$ cat src/rtl/adder_selftest_driver.sv
// Self-test driver for 32-bit adders. It drives eight corner vectors and then NUM_RANDOM
// LFSR vectors, and checks S/Cout/overFlow against a behavioural 33-bit sum.
module adder_selftest_driver #(
  parameter int unsigned NUM_RANDOM    = 256,
  parameter int unsigned SETTLE_CYCLES = 2,
  parameter logic [31:0] SEED          = 32'hACE12468
) (
  input  logic        clk,
  input  logic        rst_n,
  input  logic        start,
  output logic [31:0] A,
  output logic [31:0] B,
  output logic        Cin,
  input  logic [31:0] S,
  input  logic        Cout,
  input  logic        overFlow,
  output logic        busy,
  output logic        done,
  output logic        pass,
  output logic [15:0] err_count,
  output logic        fail_valid,
  output logic [15:0] fail_index
);

  localparam logic [31:0] SEED_EFF    = (SEED == 32'd0) ? 32'd1 : SEED;
  localparam logic [31:0] LAST_IDX    = 32'(8 + NUM_RANDOM - 1);
  localparam logic [3:0]  SETTLE_LAST = 4'(SETTLE_CYCLES - 1);
  localparam logic [31:0] TAPS        = 32'h80200003;

  typedef enum logic [2:0] {ST_IDLE, ST_DRIVE, ST_WAIT, ST_CHECK, ST_DONE} state_e;

  state_e      state_q, state_d;
  logic [31:0] idx_q, idx_d;
  logic [3:0]  wait_q, wait_d;
  logic [31:0] lfsr_q, lfsr_d;
  logic [31:0] a_q, a_d, b_q, b_d;
  logic        cin_q, cin_d;
  logic [15:0] err_q, err_d;
  logic        fv_q, fv_d;
  logic [15:0] fi_q, fi_d;
  logic        pass_q, pass_d;

  logic [31:0] exp_s;
  logic        exp_c, exp_v, mismatch;

  function automatic logic [31:0] lfsr_step(input logic [31:0] l);
    return (l >> 1) ^ (l[0] ? TAPS : 32'd0);
  endfunction

  // {A, B} for the fixed corner vectors; carry-in is always 0 for these.
  function automatic logic [63:0] corner_vec(input logic [2:0] i);
    case (i)
      3'd0:    corner_vec = {32'h7FFFFFFF, 32'h00000001};
      3'd1:    corner_vec = {32'h80000000, 32'hFFFFFFFF};
      3'd2:    corner_vec = {32'h0000000A, 32'hFFFFFFFB};
      3'd3:    corner_vec = {32'h00000005, 32'h00000005};
      3'd4:    corner_vec = {32'hFFFFFFFB, 32'hFFFFFFFB};
      3'd5:    corner_vec = {32'h7FFFFFFF, 32'h00000005};
      3'd6:    corner_vec = {32'h80000000, 32'hFFFFFFFB};
      default: corner_vec = {32'h00000005, 32'hFFFFFFFB};
    endcase
  endfunction

  assign {exp_c, exp_s} = {1'b0, a_q} + {1'b0, b_q} + 33'(cin_q);
  assign exp_v = (a_q[31] == b_q[31]) && (exp_s[31] != a_q[31]);

  // An X or Z on the adder outputs leaves the if-condition unknown, so mismatch keeps its 1.
  always_comb begin
    mismatch = 1'b1;
    if ((S == exp_s) && (Cout == exp_c) && (overFlow == exp_v)) mismatch = 1'b0;
  end

  always_comb begin
    state_d = state_q;
    case (state_q)
      ST_IDLE, ST_DONE: if (start) state_d = ST_DRIVE;
      ST_DRIVE:         state_d = ST_WAIT;
      ST_WAIT:          if (wait_q == SETTLE_LAST) state_d = ST_CHECK;
      ST_CHECK:         state_d = (idx_q == LAST_IDX) ? ST_DONE : ST_DRIVE;
      default:          state_d = ST_IDLE;
    endcase
  end

  always_comb begin
    // NOTE: every variable gets a default first so no path through the case infers a latch.
    idx_d  = idx_q;
    wait_d = wait_q;
    lfsr_d = lfsr_q;
    a_d    = a_q;
    b_d    = b_q;
    cin_d  = cin_q;
    err_d  = err_q;
    fv_d   = fv_q;
    fi_d   = fi_q;
    pass_d = pass_q;
    case (state_q)
      ST_IDLE, ST_DONE: begin
        if (start) begin
          idx_d  = 32'd0;
          wait_d = 4'd0;
          lfsr_d = SEED_EFF;
          err_d  = 16'd0;
          fv_d   = 1'b0;
          fi_d   = 16'd0;
          pass_d = 1'b0;
        end
      end
      ST_DRIVE: begin
        wait_d = 4'd0;
        if (idx_q < 32'd8) begin
          {a_d, b_d} = corner_vec(idx_q[2:0]);
          cin_d      = 1'b0;
        end else begin
          lfsr_d = lfsr_step(lfsr_q);
          a_d    = lfsr_d;
          b_d    = {lfsr_d[15:0], lfsr_d[31:16]};
          cin_d  = lfsr_d[31] ^ lfsr_d[0];
        end
      end
      ST_WAIT: wait_d = wait_q + 4'd1;
      ST_CHECK: begin
        if (mismatch) begin
          if (err_q != 16'hFFFF) err_d = err_q + 16'd1;
          if (!fv_q) begin
            fv_d = 1'b1;
            fi_d = idx_q[15:0];
          end
        end
        if (idx_q == LAST_IDX) pass_d = (err_d == 16'd0);
        else                   idx_d  = idx_q + 32'd1;
      end
      default: ;
    endcase
  end

  // NOTE: sequential state uses non-blocking assignments so every flop samples pre-edge values.
  always_ff @(posedge clk or negedge rst_n) begin
    if (!rst_n) begin
      state_q <= ST_IDLE;
      idx_q   <= 32'd0;
      wait_q  <= 4'd0;
      lfsr_q  <= SEED_EFF;
      a_q     <= 32'd0;
      b_q     <= 32'd0;
      cin_q   <= 1'b0;
      err_q   <= 16'd0;
      fv_q    <= 1'b0;
      fi_q    <= 16'd0;
      pass_q  <= 1'b0;
    end else begin
      state_q <= state_d;
      idx_q   <= idx_d;
      wait_q  <= wait_d;
      lfsr_q  <= lfsr_d;
      a_q     <= a_d;
      b_q     <= b_d;
      cin_q   <= cin_d;
      err_q   <= err_d;
      fv_q    <= fv_d;
      fi_q    <= fi_d;
      pass_q  <= pass_d;
    end
  end

  always_comb begin
    busy = (state_q == ST_DRIVE) || (state_q == ST_WAIT) || (state_q == ST_CHECK);
    done = (state_q == ST_DONE);
  end

  assign A          = a_q;
  assign B          = b_q;
  assign Cin        = cin_q;
  assign pass       = pass_q;
  assign err_count  = err_q;
  assign fail_valid = fv_q;
  assign fail_index = fi_q;

endmodule

$ cat config.mk
export PLATFORM = sky130hd
export DESIGN_NAME = adder_selftest_driver
export DESIGN_NICKNAME = d
export VERILOG_FILES = /design/src/rtl/adder_selftest_driver.sv
export SDC_FILE = /design/constraint.sdc
export NUM_CORES = 1
export LEC_CHECK = 0
export CORE_MARGIN = 3
export CORE_UTILIZATION = 39
export CTS_CLUSTER_SIZE = 14
export DETAILED_ROUTE_END_ITERATION = 7
export PLACE_DENSITY = 0.59
export REMOVE_ABC_BUFFERS = 1
export SYNTH_ARGS = -nofsm -noshare
export SYNTH_HDL_FRONTEND = slang
export SYNTH_SLANG_ARGS = --single-unit
$ cat constraint.sdc
create_clock -name clk -period 5.3 [get_ports clk]
set_clock_uncertainty 0.1 [all_clocks]
set_input_delay 0.795 -clock clk [delete_from_list [all_inputs] [get_ports clk]]
set_output_delay 0.795 -clock clk [all_outputs]
set_load 0.1 [all_outputs]
==> reports/qor.txt <==
Status: complete, no violations
Layout cell share with drive strength beyond 1: 0.0652
Initial antenna violation count: 0
Worst min path class: in2async
Startpoint types: flop
Post-CTS Setup Bufs: 0
R2R depth: 16
Area of the multi-input gates: 6300 sq um
Core area: 27300 sq um
Reg clk slew, reported paths: 0.08 ns
GRT Util Overall: 0.256
Main synth FF type: dfrtp_1
Vias per cell: 5.79
DP Wirelength: 29.0 mm
Die height: 174 um
F_max: 200 MHz
Drt pass-1 iters: 5
Die X: 174 um
Mapped Avg Cell Area: 8.20 sq um
Hold Fails Final Rpt: 0
Ant. Diodes: 0
Unrepaired setup endpoints after global routing: false
Placer Congestion: 0.999
CP max stage cell: a2111oi_2
Post-Syn Instances: 1336
DR DRC count: 0
CTS tree: yes
Worst Setup Slack, final: 0.312 ns
M1 WL: 19.0 mm
Critical Path Sink Type: flop
Largest fanout on the critical path: 4
Most frequent cell after synthesis: nand2_1
Mux share of post-synthesis cell area: 0.0117
Die area: 30100 sq um
Site row count: 60
Synth top area share: 0.359
Met2 routed WL: 16.9 mm
Root Buffer: clkbuf_16
Critical path depth in cells: 16
Non-Filler Instances: 1814
Global-route wire length before repair: 60.9 mm
Met3 wire length: 2.40 mm
Total grt overflow: 0
Worst skew pair latency: 0.44 ns
Antenna violation net count after detailed routing: 0
Data required, critical path: 5.57 ns
Top Layer Used: met4
DR vias: 10500
Cell count after placement: 1782
Vias in the first global route: 10100
Setup CP Type: reg2reg
Synth Area in XOR/XNOR: 0.0592
CP arrival: 5.25 ns
Buf/Inv on CP: 2
Top cells by area, synth: dfrtp_1, nand2_1, a21oi_1
Adder-Cell Fraction of Synth Area: 0.0471
Dpl cell area: 12600 sq um
Top delay family on crit path: compound AO/OA/AOI/OAI gates
Worst Tran Pin Value: 1.30 ns
Clock period minus worst slack: 4.99 ns
Flops & latches, synth: 170
Synth Area in Simple Gates: 0.239
Final setup TNS: 0 ns
Ys async rst share: 1.00
Slew headroom: 0.132
Final WL: 38.9 mm
Synthesized area: 11000 sq um
Max Transition Viols Final: 0
Tcrit/Tclk final: 0.941
Num CTS Buffers: 17
H-tree depth: 4
Yosys cell types: 83
Setup WS pre-CTS: -0.0692 ns
Commonest cells in the netlist: nand2_1, dfrtp_1, a21oi_1, o21ai_0, nor2_1
Slowest stage delay, CP: 0.65 ns
Initial DRC count: 1109
Setup Viol. Count Final: 0
Max-capacitance violation count: 0
CTS max path bufs: 2
Number of flops mapped to enable cells by yosys: 0
Buffers on Ports: 137
Seq/Total Area, Yosys: 0.390
Largest family of logic cells by synthesized area: simple AND/OR/NAND/NOR gates
Compound-cell area share of the yosys netlist: 0.215
Yosys synthesis warning count: 0
FF/Latch Area: 4270 sq um
Routed length per instance: 21.5 um
Clk sink count: 170
Final instance area: 13200 sq um
Area Overhead vs Synth: 20.7%
Biggest area consumer among synthesized cells: dfrtp_1
Initial core utilization: 0.402
Largest net degree at the start of global routing: 90
Final nets: 1506
IO Count: 138
Filler cell count: 2694
Worst path cell trace: inv_1, fa_1, inv_1, fa_1, a21o_1, a221oi_2, nand2_1, a2111oi_2, nand2_1, or4b_1, nor4b_2, and4_1, a21oi_1, o31a_1, or4_1, o21ai_1
## final timing paths
path / from / end / slack [ns]
min in group clk: lfsr_q[6] / lfsr_q[5] / 0.38
worst max register to register: A[0] / pass / 0.31
worst max-delay path: A[0] / pass / 0.31
worst min-delay path: rst_n / B[6] / 0.29
worst min register to register: lfsr_q[6] / lfsr_q[5] / 0.38
max in group asynchronous: rst_n / lfsr_q[3] / 3.64
## layout by cell type, fill, tap and decap left out, drive strengths merged, types with 9 or more instances in the layout
cell type / count
inv: 30
xor2: 35
nor2b: 12
or3: 11
nand4: 31
and3: 9
ha: 38
clkdlybuf4s50: 136
o211ai: 10
nor2: 116
xnor2: 39
dfrtp: 157
clkbuf: 17
nand2b: 13
nand3: 52
nor3: 33
nor4: 14
o31ai: 12
buf: 16
dfstp: 13
nand2: 221
mux2i: 9
a21oi: 144
o21ai: 127
## cell type report
cell class                 count  area share
clock buffer                  17      0.0322
clock inverter                15      0.0133
inverter                      24     0.00682
multi-input combinational   1064       0.477
sequential                   170       0.323
tap                          372      0.0352
timing repair buffer         152       0.112
## sequential cells by signal, indices dropped and copies added, names as in the netlist
signal / count
idx_q: 32
pass: 1
state_q: 3
A: 32
err_count: 16
fail_index: 16
fail_valid: 1
wait_q: 4
lfsr_q: 32
Cin: 1
B: 32
## per-layer routing
| metal | up-vias | GRT usage |
|---|---|---|
| li1 | 4968 | - |
| met1 | 5140 | 0.389 |
| met2 | 351 | 0.379 |
| met3 | 41 | 0.0436 |
| met4 | 0 | 0.0581 |
| met5 | - | 0 |
## logic make-up (layout without fill, tap and decap cells)
family                   count (synthesis)  in the layout
multiplexers                            12             12
AND/OR/NAND/NOR                        555            555
flip-flops                             170            170
adder cells (fa/ha/maj)                 40             40
buffers and inverters                  102            208
XOR/XNOR                                74             74
AO/OA/AOI/OAI                          383            383
## stage by stage
| step | hold WS (ns) | utilization |
|---|---|---|
| after floorplan | 0.348 | - |
| after global placement | 0.366 | 0.462 |
| after detailed placement | 0.370 | 0.462 |
| after CTS | 0.360 | 0.485 |
| after global routing | 0.352 | 0.485 |
| final | 0.291 | 0.485 |
## timing repair
item | 4_1_cts | 5_1_grt
endpoints found under the setup margin | 9 | 2
gates resized for setup | 2 | 2
gates cloned | 0 | 0
hold buffers | 0 | 0
Power is not shown: default switching activity piles up to over one toggle a cycle in this logic, so the estimate is an artifact.
